File: src/rtl/bcd_countdown_timer.sv
// bcd_countdown_timer: two-digit BCD down-counter with load/start/pause, borrow and done pulses
module bcd_countdown_timer #(
  parameter bit AUTO_RELOAD = 1'b0
) (
  input  logic       clk,
  input  logic       reset,
  input  logic       load,
  input  logic [3:0] loadTens,
  input  logic [3:0] loadOnes,
  input  logic       start,
  input  logic       pause,
  input  logic       enb,
  output logic [3:0] tens,
  output logic [3:0] ones,
  output logic       borrow,
  output logic       done,
  output logic       running
);
  localparam logic [1:0] IDLE    = 2'd0;
  localparam logic [1:0] RUN     = 2'd1;
  localparam logic [1:0] PAUSED  = 2'd2;
  localparam logic [1:0] EXPIRED = 2'd3;
  logic [1:0] state_q, state_d;
  logic [3:0] tens_q, tens_d, ones_q, ones_d;
  logic [3:0] sh_tens_q, sh_tens_d, sh_ones_q, sh_ones_d;
  logic       borrow_q, borrow_d, done_q, done_d, running_q;
  logic       reload_q, reload_d;
  logic       nonzero;
  assign nonzero = (tens_q != 4'd0) || (ones_q != 4'd0);
  // next-state: load beats pause beats start beats enb; reload_q restores the shadow one cycle after expiry
  always_comb begin
    state_d   = state_q;
    tens_d    = tens_q;
    ones_d    = ones_q;
    sh_tens_d = sh_tens_q;
    sh_ones_d = sh_ones_q;
    borrow_d  = 1'b0;
    done_d    = 1'b0;
    reload_d  = 1'b0;
    if (load) begin
      tens_d    = (loadTens > 4'd9) ? 4'd9 : loadTens;
      ones_d    = (loadOnes > 4'd9) ? 4'd9 : loadOnes;
      sh_tens_d = tens_d;
      sh_ones_d = ones_d;
      state_d   = IDLE;
    end else begin
      if (reload_q) begin
        tens_d = sh_tens_q;
        ones_d = sh_ones_q;
      end
      if (state_q == IDLE) begin
        state_d = (!pause && start && nonzero) ? RUN : IDLE;
      end else if (state_q == RUN) begin
        if (pause) begin
          state_d = PAUSED;
        end else if (enb && !reload_q && nonzero) begin
          ones_d   = (ones_q == 4'd0) ? 4'd9 : ones_q - 4'd1;
          tens_d   = (ones_q == 4'd0) ? tens_q - 4'd1 : tens_q;
          borrow_d = (ones_q == 4'd0);
          done_d   = (tens_q == 4'd0) && (ones_q == 4'd1);
          reload_d = done_d && AUTO_RELOAD && ((sh_tens_q != 4'd0) || (sh_ones_q != 4'd0));
          state_d  = (done_d && !reload_d) ? EXPIRED : RUN;
        end
      end else if (state_q == PAUSED) begin
        state_d = (!pause && start) ? RUN : PAUSED;
      end
    end
  end
  // state and output registers, cleared asynchronously
  always_ff @(posedge clk or posedge reset) begin
    if (reset) begin
      state_q   <= IDLE;
      tens_q    <= 4'd0;
      ones_q    <= 4'd0;
      sh_tens_q <= 4'd0;
      sh_ones_q <= 4'd0;
      borrow_q  <= 1'b0;
      done_q    <= 1'b0;
      running_q <= 1'b0;
      reload_q  <= 1'b0;
    end else begin
      state_q   <= state_d;
      tens_q    <= tens_d;
      ones_q    <= ones_d;
      sh_tens_q <= sh_tens_d;
      sh_ones_q <= sh_ones_d;
      borrow_q  <= borrow_d;
      done_q    <= done_d;
      running_q <= (state_d == RUN);
      reload_q  <= reload_d;
    end
  end
  assign tens    = tens_q;
  assign ones    = ones_q;
  assign borrow  = borrow_q;
  assign done    = done_q;
  assign running = running_q;
endmodule

File: config.mk
export PLATFORM = sky130hd
export DESIGN_NAME = bcd_countdown_timer
export DESIGN_NICKNAME = d
export VERILOG_FILES = /design/src/rtl/bcd_countdown_timer.sv
export SDC_FILE = /design/constraint.sdc
export NUM_CORES = 1
export LEC_CHECK = 0
export CAP_MARGIN = 20
export CORE_MARGIN = 4
export CORE_UTILIZATION = 48
export CTS_BUF_LIST = sky130_fd_sc_hd__clkbuf_8
export CTS_CLUSTER_DIAMETER = 100
export DETAILED_ROUTE_END_ITERATION = 8
export GPL_TIMING_DRIVEN = 0
export PLACE_DENSITY = 0.89
export SLEW_MARGIN = 40
export SYNTH_ARGS = -nofsm -noshare
export SYNTH_HDL_FRONTEND = slang
export SYNTH_SLANG_ARGS = --single-unit
File: constraint.sdc
create_clock -name clk -period 1.8 [get_ports clk]
set_clock_uncertainty 0.05 [all_clocks]
set_input_delay 0.54 -clock clk [delete_from_list [all_inputs] [get_ports clk]]
set_output_delay 0.54 -clock clk [all_outputs]
set_load 0.05 [all_outputs]
==> run metrics, run 1 <==
Slew Viols, Final=0; # IOs=25; FP Rows=15; PnR worst setup slack=0.0277 ns; Initial Util=50.4%; Congestion Overflow GR=0; share of post-route cells with drive strength above 1=about 15%; crit path capture type=output port; worst vdd ir=between 0.0003 and 0.0004 V; Fmax=0.564 GHz; number of vias per cell=5.92; violation count after the first detailed-route iteration=39; crit path cell chain=dlygate4sd2_1; routed wire length=roughly 2300 um; CP Depth=1; CTS Buffer Depth=2; ANT cells=0; DRT Pass-1 Iters=4; DRT antenna net count=0; Clock Sinks=13; post-synthesis cell count=95; Pwr Density=between 700 and 800 mW/mm2; Yosys top cell area share=37.8%; Syn. warnings=0; synthesized cell area=~860 um2; Worst-Margin Slew=roughly 0.56 ns; pre-CTS setup slack=-0.554 ns; top-count cell post-synth=dfrtp_1; worst hold endpoint=tens[3]; Die Y-Extent=50.4 um; ys async rst share=100%; Placed Area=0.00114 mm2; net count after synthesis=111; outcome=completed; Synth Register Bits=13; Hold Startpoint=tens[3]; worst r2r path cells=6; worst r2r dst=running; post-synthesis area per instance=9.06 um2; Die Wd=50.4 um; GRT Overall Usage=between 10% and 20%; Skew-Pair Late Insertion Delay=approximately 0.24 ns; CP max stage cell=dlygate4sd2_1; Pwr Total=869 uW; Syn-to-layout area delta=38.5%; vias in the first global route=833; Synth area leader=dfrtp_1; CTS Buf Count=3; CTS clk-pin slew, worst paths=0.06 ns; design area=0.00119 mm2; critical path arrival=1.18 ns; largest cells by area after synthesis=dfrtp_1, inv_1, nor3_1, and4bb_2, ha_1; Max H-tree Level=1; Avg WL per Cell=~15 um; Post-DP HPWL=1570 um; I/O Buffers=24; R2R Setup Slk=0.08 ns; Req. time, crit path=around 1.2 ns; commonest cells in the netlist=dfrtp_1, inv_1, nor3_1, o21ai_0, nand3_1; total core area=between 0.0015 and 0.002 mm2; CTS tree=yes; final setup fails=0; Final min period=roughly 1.8 ns; CP max FO=5; critical path type=reg2out; Pleak=0.000491 uW; startpoint types=register; sequential-to-total area share from yosys stat=37.8%; RSZ-0062 raised after global routing=yes; Slew headroom=62.6%; worst min-delay path class=reg2reg; Die ar.=0.00254 mm2; final hold violations=0; largest net degree at the start of global routing=14; slowest cell delay on critical path=approximately 0.54 ns; Max Cap Viol=0; first-pass GRT wire length=~3800 um; Vias=~900; clock root cell=clkbuf_8; # DRC=0; Post-synth EDFFs=0; final net count=140; Hold Crit Depth=2; GPL Wtd Cong=0.804; Final Cycle Share=between 90 and 100%; CP Buf/Inv Count=1; Post-synth top flop=dfrtp_1; antenna violations before repair=0; post-synthesis cell type count=41; CP top delay family=buffers and inverters; reg-to-reg startpoint=tens[0]
## how the worst max path moves through the flow
stage	slack (ns)	startpoint	to
2_1_floorplan	0.02	ones[3]	tens[0]
3_3_place_gp	-0.57	load	ones[1]
3_5_place_dp	-0.55	load	ones[1]
4_1_cts	0.02	ones[0]	ones[0]
5_1_grt	-0.03	tens[1]	running
6_report	0.03	tens[0]	tens[0]
## registers in the layout, summed over array words and instances, names as in the netlist
register  flops
borrow        1
done          1
ones          4
running       1
state_q       2
tens          4
## timing repair
item | CTS | global route
hold buffers | 0 | 0
gates resized for setup | 20 | 7
buffers inserted | 0 | 0
endpoints found under the setup margin | 21 | 9
pin swaps | 0 | 0
## cell usage in the layout, fill, tap and decap left out, types with 3 or more instances in the layout
cell              n
buf_4             3
clkbuf_8          3
clkdlybuf4s15_2   3
clkdlybuf4s50_1  12
dfrtp_1          11
dlygate4sd2_1     8
inv_1             9
nand2b_1          3
nand3_1           4
nor2_1            3
nor2b_1           3
nor3_1            6
nor4_1            3
o211ai_1          3
o21ai_0           5
## power breakdown
part	switching (uW)	internal, uW
registers	32.8	316
clock network	107	150
logic	163	100
## cells by family after synthesis
| logic type | share of synthesized area [%] |
|---|---|
| flops | 37.8 |
| simple gates | 27.9 |
| compound gates | 24.9 |
| buf+inv | 6.54 |
| fa+ha+maj | 2.91 |
## layer usage
metal	routed length [um]	part of all wire, %	track usage (%)
met1	942	41	25.0
met4	43	1.9	6.73
met2	1060	47	31.3
met3	230	10	4.75
met5	0	0	0
## through the flow
step                hold slack, ns  instances  utilization (%)  TNS, ns
CTS                          0.576        148             69.0        0
finish                       0.569        148             69.8        0
floorplan                    0.367         95                -        0
detailed placement           0.572        144             66.7    -5.19
global route                 0.626        148             69.8  -0.0598
global placement             0.566        144             66.7    -5.13
## final cells by class
| class | instances | area, um2 |
|---|---|---|
| clock buffers | 3 | 41.3 |
| flip-flops and latches | 13 | 328 |
| well taps | 25 | 31.3 |
| clock inverters | 1 | 3.75 |
| repair buffers | 24 | 234 |
| inverters | 9 | 33.8 |
| multi-input cells | 68 | 487 |
| fillers | 132 | 515 |
| plain buffers | 5 | 33.8 |
No activity file was read; power rests on OpenSTA's default activity.
==> run 2, diff against run 1 <==
- CAP_MARGIN: 20 -> 0
==> results of run 2 <==
Same layout as run 1: the final DEF is identical, and so are final timing and power.
==> run 3, diff against run 2 <==
- CORE_MARGIN: 4 -> 3
- CORE_UTILIZATION: 48 -> 64
- DONT_BUFFER_PORTS: default -> 1
- PLACE_DENSITY: 0.89 -> 0.88
==> run 3 against run 2 <==
Net effect:
- the run now ends with negative setup slack left
- sequential share of layout area increased by 5.1 points
- sequential cell count unchanged
- utilization up 16 points
- count of clock-buffer cells in the layout did not move
- critical endpoint is now tens[0]
- cell count is 20% lower
- fmax decreased by 10%
- via count is 0.46% higher
- worst setup slack worse by 0.20 ns
- largest cell class unchanged
- power shrank 2.5%
- worst hold slack worse by 0.41 ns
==> run metrics, run 3 (same netlist as run 1, synthesis figures left out) <==
first-pass GRT wire length=3770 um (was 3840 um); Skew-Pair Late Insertion Delay=0.24 ns (about the same); Slew headroom=58.2% (was 62.6%); Fmax=0.506 GHz (was 0.564 GHz); # DRC=0 (unchanged); area of the multi-input gates=512 um2 (was 487 um2); Pleak=0.000404 uW (was 0.000491 uW); worst r2r path cells=7 (was 6); Slew Viols, Final=0 (unchanged); violation count after the first detailed-route iteration=52 (was 39); Congestion Overflow GR=0 (unchanged); sequential share of power=51.7% (was 40.2%); Initial Util=72.6% (was 50.4%); clock root cell=clkbuf_8 (unchanged); Storage cell area=333 um2 (was 328 um2); startpoint types=register (unchanged); antenna violations before repair=0 (unchanged); FP Rows=12 (was 15); routed wire length=2570 um (was 2280 um); Placed Area=885 um2 (was 0.00114 mm2); Max Cap Viol=0 (unchanged); R2R Setup Slk=-0.18 ns (was 0.08 ns); commonest non-fill, non-tap cell in the layout=inv_1 (was clkdlybuf4s50_1); CTS tree=yes (unchanged); critical path type=reg2reg (was reg2out); outcome=complete, but fails checks (was completed); DRT antenna net count=0 (unchanged); Clock power frac=30.6% (was 29.6%); worst vdd ir=0.000752 V (was 0.000390 V); I/O Buffers=0 (was 24); Avg WL per Cell=21.6 um (was 15.4 um); Net Sw Frac=36.3% (was 34.8%); Final min period=1.98 ns (was 1.77 ns); DRT Pass-1 Iters=4 (unchanged); largest net degree at the start of global routing=14 (unchanged); Pwr Density=829 mW/mm2 (was 729 mW/mm2); reg-to-reg startpoint=tens[0] (unchanged); design area=0.00102 mm2 (was 0.00119 mm2); Final Cycle Share=110% (was 98.5%); CTS Buffer Depth=2 (unchanged); net switching power=307 uW (was 302 uW); Die Y-Extent=42.7 um (was 50.4 um); final setup fails=7 (was 0); vias in the first global route=808 (was 833); Syn-to-layout area delta=18.7% (was 38.5%); # IOs=25 (unchanged); PnR worst setup slack=-0.175 ns (was 0.0277 ns); Req. time, crit path=1.86 ns (was 1.21 ns); number of vias per cell=7.39 (was 5.92); Logic pwr share=17.7% (was 30.3%); fillcell total=59 (was 132); Die Wd=42.7 um (was 50.4 um); share of post-route cells with drive strength above 1=26.7% (was 15.4%); crit path cell chain=inv_2 -> ha_4 -> nor3b_4 -> clkbuf_8 -> buf_4 -> nor4_1 -> a211oi_1 (was dlygate4sd2_1); most frequent cells in the layout=inv_1, dfrtp_1, nor3_1, buf_4, dfrtp_2 (was clkdlybuf4s50_1, dfrtp_1, inv_1); Pwr Total=847 uW (was 869 uW); CTS clk-pin slew, worst paths=0.06 ns (about the same); CP Buf/Inv Count=3 (was 1); CP max FO=7 (was 5); critical path arrival=2.04 ns (was 1.18 ns); CP top delay family=flip-flops (was buffers and inverters); Internal Pwr Total=540 uW (was 567 uW); Vias=880 (was 876); Max H-tree Level=1 (unchanged); slowest cell delay on critical path=0.58 ns (was 0.54 ns); RSZ-0062 raised after global routing=yes (unchanged); ANT cells=0 (unchanged); worst r2r dst=tens[0] (was running); CP max stage cell=dfrtp_2 (was dlygate4sd2_1); CTS Buf Count=3 (unchanged); final hold violations=0 (unchanged); final net count=122 (was 140); crit path capture type=register (was output port); total core area=0.00119 mm2 (was 0.00171 mm2); worst min-delay path class=in2async (was reg2reg); GRT Overall Usage=27.7% (was 19.3%); GPL Wtd Cong=0.833 (was 0.804); Clock Sinks=13 (unchanged); Worst-Margin Slew=0.623 ns (was 0.557 ns); Post-DP HPWL=1490 um (was 1570 um); failing checks=negative setup slack; post-cts hold buffer count=0 (unchanged); Die ar.=0.00182 mm2 (was 0.00254 mm2)
-- run 3: cell types whose count changed in the layout (fill, tap and decap cells not counted), sizes merged --
| cell | delta |
|---|---|
| dlygate4sd2 | -8 |
| buf | +5 |
| clkdlybuf4s15 | -4 |
| clkdlybuf4s50 | -12 |
| clkbuf | +1 |
-- run 3: through the flow --
step | hold slack [ns] | setup TNS [ns] | worst slack [ns] | instances | util, %
after detailed placement | 0.419 | -0.416 | -0.117 | 109 | 74.6
after global routing | 0.179 | -1.29 | -0.287 | 119 | 86.2
final | 0.157 | -0.723 | -0.175 | 119 | 86.2
after floorplan | 0.367 | 0 | 0.0174 | 95 | -
after CTS | 0.162 | -0.0797 | -0.0475 | 118 | 84.4
after global placement | 0.418 | -0.226 | -0.103 | 109 | 74.6
-- run 3: how the worst max path moves through the flow --
stage	slack (ns)	endpoint	startpoint	cells past startpoint
detailed placement	-0.12	tens[0]	ones[3]	3
finish	-0.18	tens[0]	tens[0]	7
global route	-0.29	tens[0]	tens[0]	7
CTS	-0.05	tens[2]	tens[0]	6
global placement	-0.10	tens[0]	ones[3]	3
floorplan	0.02	tens[0]	ones[3]	3
-- run 3: final cells by class --
type                       instances  share of cell area [%]
inverter                           9                    3.30
tap                               14                    1.71
timing repair buffer               6                    4.77
buffer                             5                    3.18
multi-input combinational         68                    50.1
clock inverter                     1                   0.367
clock buffer                       3                    4.04
sequential                        13                    32.6
-- run 3: timing repair --
item / CTS / global route
setup endpoints to repair: 6 / 8
resized for setup: 9 / 4
pin swaps: 1 / 2
setup buffers: 5 / 1
hold endpoints to repair: 0 / 0
-- run 3: power groups by stage --
stage | combinational, uW | sequential (uW) | clock, uW
5_1_grt | 166 | 441 | 278
4_1_cts | 135 | 433 | 257
3_5_place_dp | 113 | 432 | 0
2_1_floorplan | 94.3 | 422 | 0
6_report | 150 | 438 | 259
3_3_place_gp | 109 | 431 | 0
-- run 3: layer usage --
| metal | track usage (%) | up-vias | routed length [um] |
|---|---|---|---|
| li1 | - | 382 | - |
| met1 | 36.7 | 409 | 943 |
| met2 | 40.4 | 70 | 1170 |
| met3 | 9.75 | 19 | 311 |
| met4 | 11.8 | 0 | 144 |
| met5 | 0 | - | 0 |
